===== src/rtl/fft8_twiddle_stage_pkg.sv =====
// Shared constants and saturating arithmetic helper for the 8-point FFT stages.
// Holds twiddle index codes and tag width used across butterfly/twiddle stages.
package fft8_twiddle_stage_pkg;

  localparam logic [1:0] TW_K0 = 2'd0;
  localparam logic [1:0] TW_K1 = 2'd1;
  localparam logic [1:0] TW_K2 = 2'd2;
  localparam logic [1:0] TW_K3 = 2'd3;

  localparam int FFT8_TAG_W = 3;

  // x+y or x-y on sign-extended operands, clamped to a w-bit signed range
  function automatic logic signed [31:0] fft8_sat_addsub(
    input logic signed [31:0] x,
    input logic signed [31:0] y,
    input logic               sub,
    input int                 w
  );
    logic signed [31:0] r;
    logic signed [31:0] hi;
    logic signed [31:0] lo;
    r  = sub ? x - y : x + y;
    hi = (32'sd1 <<< (w - 1)) - 32'sd1;
    lo = -(32'sd1 <<< (w - 1));
    if (r > hi) return hi;
    if (r < lo) return lo;
    return r;
  endfunction

endpackage


===== src/rtl/div_sqrt_2.sv =====
// Multiplier-free x/sqrt(2): x*(1/2 + 1/8 + 1/16 + 1/64), each term an
// arithmetic right shift, summed modulo 2**W.
module div_sqrt_2 #(
  parameter int N = 3
) (
  input  logic [2**N-1:0] x,
  output logic [2**N-1:0] y
);

  localparam int W = 2 ** N;

  logic signed [W-1:0] xs;

  assign xs = x;
  assign y  = (xs >>> 1) + (xs >>> 3)
            + (xs >>> 4) + (xs >>> 6);

endmodule


===== src/rtl/fft8_twiddle_stage.sv =====
// Two-stage twiddle multiply by W8^k, k=0..3, with valid/ready backpressure.
// Define TWIDDLE_SAT_EN for saturating add/sub/negate instead of wrapping.
module fft8_twiddle_stage
  import fft8_twiddle_stage_pkg::*;
#(
  parameter int N = 3
) (
  input  logic                  clk,
  input  logic                  rst,
  input  logic                  in_valid,
  output logic                  in_ready,
  input  logic [2**N-1:0]       in_re,
  input  logic [2**N-1:0]       in_im,
  input  logic [1:0]            in_k,
  input  logic [FFT8_TAG_W-1:0] in_tag,
  output logic                  out_valid,
  input  logic                  out_ready,
  output logic [2**N-1:0]       out_re,
  output logic [2**N-1:0]       out_im,
  output logic [FFT8_TAG_W-1:0] out_tag
);

  localparam int W = 2 ** N;

  logic                  en;
  logic                  v1;
  logic [1:0]            k1;
  logic [FFT8_TAG_W-1:0] tag1;
  logic [W-1:0]          a1;
  logic [W-1:0]          b1;
  logic [W-1:0]          s1;
  logic [W-1:0]          d1;
  logic [W-1:0]          s_nx;
  logic [W-1:0]          d_nx;
  logic [W-1:0]          ds;
  logic [W-1:0]          dd;
  logic [W-1:0]          re_nx;
  logic [W-1:0]          im_nx;

  assign en       = out_ready | ~out_valid;
  assign in_ready = en;

`ifdef TWIDDLE_SAT_EN
  function automatic logic [W-1:0] neg(
    input logic [W-1:0] x
  );
    return W'(fft8_sat_addsub(
      32'sd0, 32'(signed'(x)), 1'b1, W));
  endfunction

  assign s_nx = W'(fft8_sat_addsub(
    32'(signed'(in_re)),
    32'(signed'(in_im)), 1'b0, W));
  assign d_nx = W'(fft8_sat_addsub(
    32'(signed'(in_im)),
    32'(signed'(in_re)), 1'b1, W));
`else
  function automatic logic [W-1:0] neg(
    input logic [W-1:0] x
  );
    return W'(-x);
  endfunction

  assign s_nx = in_re + in_im;
  assign d_nx = in_im - in_re;
`endif

  always_ff @(posedge clk) begin
    if (rst) begin
      v1   <= 1'b0;
      k1   <= '0;
      tag1 <= '0;
      a1   <= '0;
      b1   <= '0;
      s1   <= '0;
      d1   <= '0;
    end else if (en) begin
      v1   <= in_valid;
      k1   <= in_k;
      tag1 <= in_tag;
      a1   <= in_re;
      b1   <= in_im;
      s1   <= s_nx;
      d1   <= d_nx;
    end
  end

  div_sqrt_2 #(.N(N)) u_div_s (
    .x(s1),
    .y(ds)
  );

  div_sqrt_2 #(.N(N)) u_div_d (
    .x(d1),
    .y(dd)
  );

  // divide before negate so -D(s) stays symmetric with D(d)
  always_comb begin
    re_nx = a1;
    im_nx = b1;
    unique case (k1)
      TW_K0: begin
        re_nx = a1;
        im_nx = b1;
      end
      TW_K1: begin
        re_nx = ds;
        im_nx = dd;
      end
      TW_K2: begin
        re_nx = b1;
        im_nx = neg(a1);
      end
      TW_K3: begin
        re_nx = dd;
        im_nx = neg(ds);
      end
    endcase
  end

  always_ff @(posedge clk) begin
    if (rst) begin
      out_valid <= 1'b0;
      out_re    <= '0;
      out_im    <= '0;
      out_tag   <= '0;
    end else if (en) begin
      out_valid <= v1;
      out_re    <= re_nx;
      out_im    <= im_nx;
      out_tag   <= tag1;
    end
  end

endmodule


===== config.mk =====
export PLATFORM = sky130hd
export DESIGN_NAME = fft8_twiddle_stage
export DESIGN_NICKNAME = d
export VERILOG_FILES = /design/src/rtl/fft8_twiddle_stage_pkg.sv /design/src/rtl/div_sqrt_2.sv /design/src/rtl/fft8_twiddle_stage.sv
export SDC_FILE = /design/constraint.sdc
export NUM_CORES = 1
export LEC_CHECK = 0
export BUFFER_PORTS_ARGS = -buffer_cell sky130_fd_sc_hd__buf_2
export CAP_MARGIN = 0
export CORE_MARGIN = 2
export CORE_UTILIZATION = 25
export CTS_CLUSTER_SIZE = 24
export DETAILED_ROUTE_END_ITERATION = 10
export GPL_ROUTABILITY_DRIVEN = 0
export SLEW_MARGIN = 20
export SYNTH_ARGS = -nofsm -noshare
export SYNTH_HDL_FRONTEND = slang
export SYNTH_SLANG_ARGS = --single-unit

===== constraint.sdc =====
create_clock -name clk -period 4.14 [get_ports clk]
set_input_delay 0.828 -clock clk [delete_from_list [all_inputs] [get_ports clk]]
set_output_delay 0.828 -clock clk [all_outputs]
set_load 0.005 [all_outputs]

* Word-level counts from Yosys, hierarchy flattened
Cells that the tools add are included. Widths: inputs -> output; s select.
Storage, ports and cells: output and inout port bits 21, logic and storage cells 29, register bits 58, input port bits 25
Cells by class: add/subtract/negate cells 10, reductions and logical operators 1, multiplexer cells 2, bitwise logic cells 2, equal/unequal tests 3
Operators by type and width (number):
- $pmux 8 s4 | 2
- $add 7x5->8 | 2
- $add 8x2->8 | 2
- $add 8x4->8 | 2
- $neg 8->8 | 2
- $add 8x8->8 | 1
- $sub 8x8->8 | 1
- $eq 2x2->1 const B | 2
- $eq 2x1->1 const B | 1
- $logic_not 2->1 | 1
- $not 1->1 | 1
- $or 1x1->1 | 1

* Depth between registers and ports, before layout
word-level depth 5, mapped depth 14, depth with buffers taken out 14

* Modules after synthesis
A second synthesis with hierarchy kept.
Unflattened totals: cells, all modules 494, area, all modules 4091.4 sq um
By module, submodules not included:
- fft8_twiddle_stage | seq. area each 1141.1 sq um, area an instance 3259.4 sq um, instances 1, cells an instance 402
- div_sqrt_2 at u_div_s | seq. area each 0.0 sq um, area an instance 416.6 sq um, instances 1, cells an instance 46
- div_sqrt_2 at u_div_d | seq. area each 0.0 sq um, area an instance 415.4 sq um, instances 1, cells an instance 46

* Worst setup path after synthesis
Ideal clock, no wire load.
path kind reg2reg, from reg s1[4], to reg out_im[5], cell stages (with the launch flop) 14, setup slack 963 ps, arrival time 3076 ps, setup time 101 ps, required time 4039 ps, path buffers 0, period minus slack after synthesis 3177 ps, path through dfxtp_1 -> inv_1 -> fa_1 -> fa_1 -> inv_1 -> ha_1 -> inv_1 -> fa_1 -> xnor2_1 -> or3_4 -> nor2_1 -> xnor2_1 -> a21oi_1 -> o41ai_1
Between the ends: longest elaborated chain between the ends 5
Ends and longest elaborated chain:
- start, declared | RTL line fft8_twiddle_stage.sv:31 | logic [W-1:0] s1;
- start signal, assigned | RTL line fft8_twiddle_stage.sv:83 | s1 <= s_nx;
- $add 7x5->8 | RTL line div_sqrt_2.sv:15 | assign y = (xs >>> 1) + (xs >>> 3)
- $add 8x4->8 * | RTL line div_sqrt_2.sv:16 | + (xs >>> 4) + (xs >>> 6);
- $add 8x2->8 * | RTL line div_sqrt_2.sv:16
- $neg 8->8 * | RTL line fft8_twiddle_stage.sv:61 | return W'(-x);
- $pmux 8 s4 * | RTL line fft8_twiddle_stage.sv:102 | unique case (k1)
- end signal, assigned | RTL line fft8_twiddle_stage.sv:131 | out_im <= im_nx;
- end, declared | RTL line fft8_twiddle_stage.sv:19 | output logic [2**N-1:0] out_im,
Mark *: on every way between the ends. The rest lies on a longest branch, timed or not. A chain may end at the register's enable or synchronous reset.

* Worst setup path after layout
from reg s1[4], to reg out_re[7]
Between the ends: longest elaborated chain between the ends 4
Ends and longest elaborated chain:
- $add 7x5->8 | RTL line div_sqrt_2.sv:15
- $add 8x4->8 * | RTL line div_sqrt_2.sv:16
- $add 8x2->8 * | RTL line div_sqrt_2.sv:16
- $pmux 8 s4 * | RTL line fft8_twiddle_stage.sv:102
- end signal, assigned | RTL line fft8_twiddle_stage.sv:130 | out_re <= re_nx;
- end, declared | RTL line fft8_twiddle_stage.sv:18 | output logic [2**N-1:0] out_re,
Marked as above.

==> out/metrics.yaml <==
floorplan:
  start_util_pct: 25.5
  ios: 46
  placementRows: 45
  coreArea_um2: 15100
  die-area_um2: 16400
  die_h_um: 128
  die_x_um: 128
worst_setup_path:
  cp-endpoint: "out_re[7]"
  startpoint: "s1[4]"
  critPathLaunchType: "flop"
  reg2reg_depth: 14
  required_ns: 4.38
  critPathKind: "flop to flop"
  cp_max_fo: 4
  cp_cell_sequence: "inv_1 > fa_1 > fa_1 > inv_1 > ha_1 > inv_1 > fa_1 > nand2b_1 > a211oi_1 > o21ai_0 > xnor2_1 > mux2i_1 > o211ai_1 > o211a_1"
  cp-end-kind: "flop"
  cp_data_arrival_time_ns: 3.74
  r2r_slack_ns: 0.64
  rr_startpoint: "s1[4]"
  slowest_stage: "fa_1"
  max_stage_delay_ns: 0.53
  timing.rr.end: "out_re[7]"
hold_path:
  hp-class: "flop to flop"
route:
  avgRoutedWirePerCell_um: 14.0
  drtPass1Iterations: 4
  drtIter0Drc: 170
  vias_per_cell: 4.71
  wirelength_um: 9640
  drc: 0
  postRouteAntennaNets: 0
  num_vias: 3242
clock_tree:
  clkSlewWorstSetupHoldPaths_ns: 0.07
  cts.sinks: 56
  cts_root_buffer: "clkbuf_16"
  ctsLongestPathBuffers: 2
  h-tree-depth: 2
  clk_latency_ns: 0.29
  ctsHoldBuffers: 0
  post-cts-setup-buffers: 0
  cts_buffers: 5
  cts_resized: 0
  cts_tree: "yes"
logic_synthesis:
  ys_ff_latch: 56
  syn_area_um2: 3860
  postSynthAreaPerCell_um2: 8.26
  synth-edff-count: 0
  syn_nets: 540
  synth_compound_area_share_pct: 19.3
  synthMuxAreaShare_pct: 4.22
  synth_cell_types: 51
  yosysWarnings: 0
  yosys.area_share.simple_pct: 16.4
  synth_flop_cell: "dfxtp_1"
  synth_top_family_by_area: "compound AO/OA/AOI/OAI gates"
  synthAdderAreaFrac_pct: 18.3
  ys_seq_area_share_pct: 29.1
  syn_inst: 467
  synth_xor_area_share_pct: 6.78
  synthArstFlopShare_pct: 0
global_routing:
  grt_max_degree: 54
  grt_pass1_vias: 2989
  grt_pass1_wl_um: 15300
  grt_overflow: 0
  antenna_found_initial: 0
  grt_usage_pct: 11.8
pwr:
  irDropWorstVdd_mv: 0.170
  p_leak_nw: 1.99
  p_per_area_nw_per_um2: 417
layout:
  final_nets: 572
  diodes: 0
  area_growth_pct: 14.5
  drive_gt1_share_pct: 14.8
run:
  maxCapViolCount: 0
run_status:
  run_status: "completed"
sta:
  finalSetupViolCount: 0
  final.setup.tns_ns: 0
  worstMarginPinSlew_ns: 0.976
  rsz0062_at_grt: "no"
  worst_slack_ns: 0.644
  drv_slew: 0
  hold_viol: 0
  max_freq_mhz: 286
  slew-limit-headroom_pct: 34.8
  fin_crit_sh_pct: 84.4
  skew_ns: 0.00590
  period_needed_ns: 3.50
place:
  numPortBuffers: 45
  hpwlAfterDp_um: 7600
  dpl_worst_slack_ns: 0.657
==> per-layer routing <==
layer  track usage, %  vias to the layer above  part of all wire [%]
li1                 -                     1657                     -
met3             2.55                       10                   4.0
met5                0                        -                     0
met1             17.4                     1515                    53
met2             17.8                       60                    42
met4             2.26                        0                   1.1
==> Yosys cell counts, drive strengths merged (9+ instances only) <==
cell type   n  area share [%]
inv        36             3.5
a21oi      61             7.9
fa         14             7.3
clkbuf     19             1.8
a211oi     11             2.1
xor2        9             2.0
o21ai      12             1.7
dfxtp      56              29
nor2       27             2.6
ha         34              11
nand2      82             8.0
xnor2      20             4.7
==> flip-flops by register name, summed over array words and instances, names as in the netlist <==
name,count
out_tag,3
b1,8
a1,8
out_im,8
v1,1
k1,2
s1,7
out_valid,1
d1,7
tag1,3
out_re,8
==> through the flow <==
step	util [%]	hold WS (ns)	total power [mW]	instances	instance area [um^2]
after global placement	28.2	0.438	1.42	680	4270
after CTS	29.2	0.452	1.86	688	4420
final	29.2	0.447	1.84	688	4420
after global routing	29.2	0.463	1.99	688	4420
after floorplan	-	0.429	1.22	467	3860
after detailed placement	28.2	0.443	1.42	680	4270
==> logic make-up (layout without fill, tap and decap cells) <==
group | after synthesis | after routing
xor+xnor | 29 | 29
simple gates | 142 | 142
fa+ha+maj | 48 | 48
mux | 11 | 11
flops | 56 | 56
buf+inv | 61 | 94
compound gates | 120 | 120
==> power by group <==
group	total (mW)	switching, mW	leakage (nW)	internal, mW
Sequential	0.648	0.0551	0.465	0.593
Clock	0.433	0.194	0.0766	0.239
Combinational	0.761	0.422	1.45	0.338
Total	1.84	0.672	1.99	1.17
==> layout make-up <==
| type | instances | area [um^2] |
|---|---|---|
| multi-input combinational | 350 | 2510 |
| clock buffer | 6 | 139 |
| clock inverter | 2 | 10.0 |
| tap | 188 | 235 |
| sequential | 56 | 1120 |
| timing repair buffer | 50 | 263 |
| inverter | 36 | 135 |
| fill | 1641 | 10700 |
==> cells in the final DEF (no fill, tap or decap), types with 6 or more instances in the layout <==
cell / n
o211ai_1: 7
o21bai_1: 6
nor2b_1: 6
dfxtp_1: 56
xnor2_1: 19
nand3_1: 7
a21oi_1: 61
fa_1: 14
a211oi_1: 11
nor2_1: 27
o21ai_0: 10
nand2_1: 82
inv_1: 35
xor2_1: 9
ha_1: 34
buf_2: 45
==> critical path, delay by kind of cell, from the launching register on <==
kind / cells / cell delay [ns]
AND/OR/NAND/NOR: 1 / 0.17
buffers and inverters: 3 / 0.21
AO/OA/AOI/OAI: 4 / 0.71
multiplexers: 1 / 0.13
adder cells (fa/ha/maj): 4 / 1.49
flip-flops: 1 / 0.41
XOR/XNOR: 1 / 0.33
==> worst min path at each step <==
stage,startpoint,end,slack (ns),depth (start not counted)
after detailed placement,out_re[0],out_re[0],0.44,2
after global routing,out_im[3],out_im[3],0.46,2
final,out_re[0],out_re[0],0.45,2
after global placement,out_tag[2],out_tag[2],0.44,2
after CTS,out_re[0],out_re[0],0.45,2
after floorplan,b1[2],b1[2],0.43,2
No activity file was read; power rests on OpenSTA's default activity.
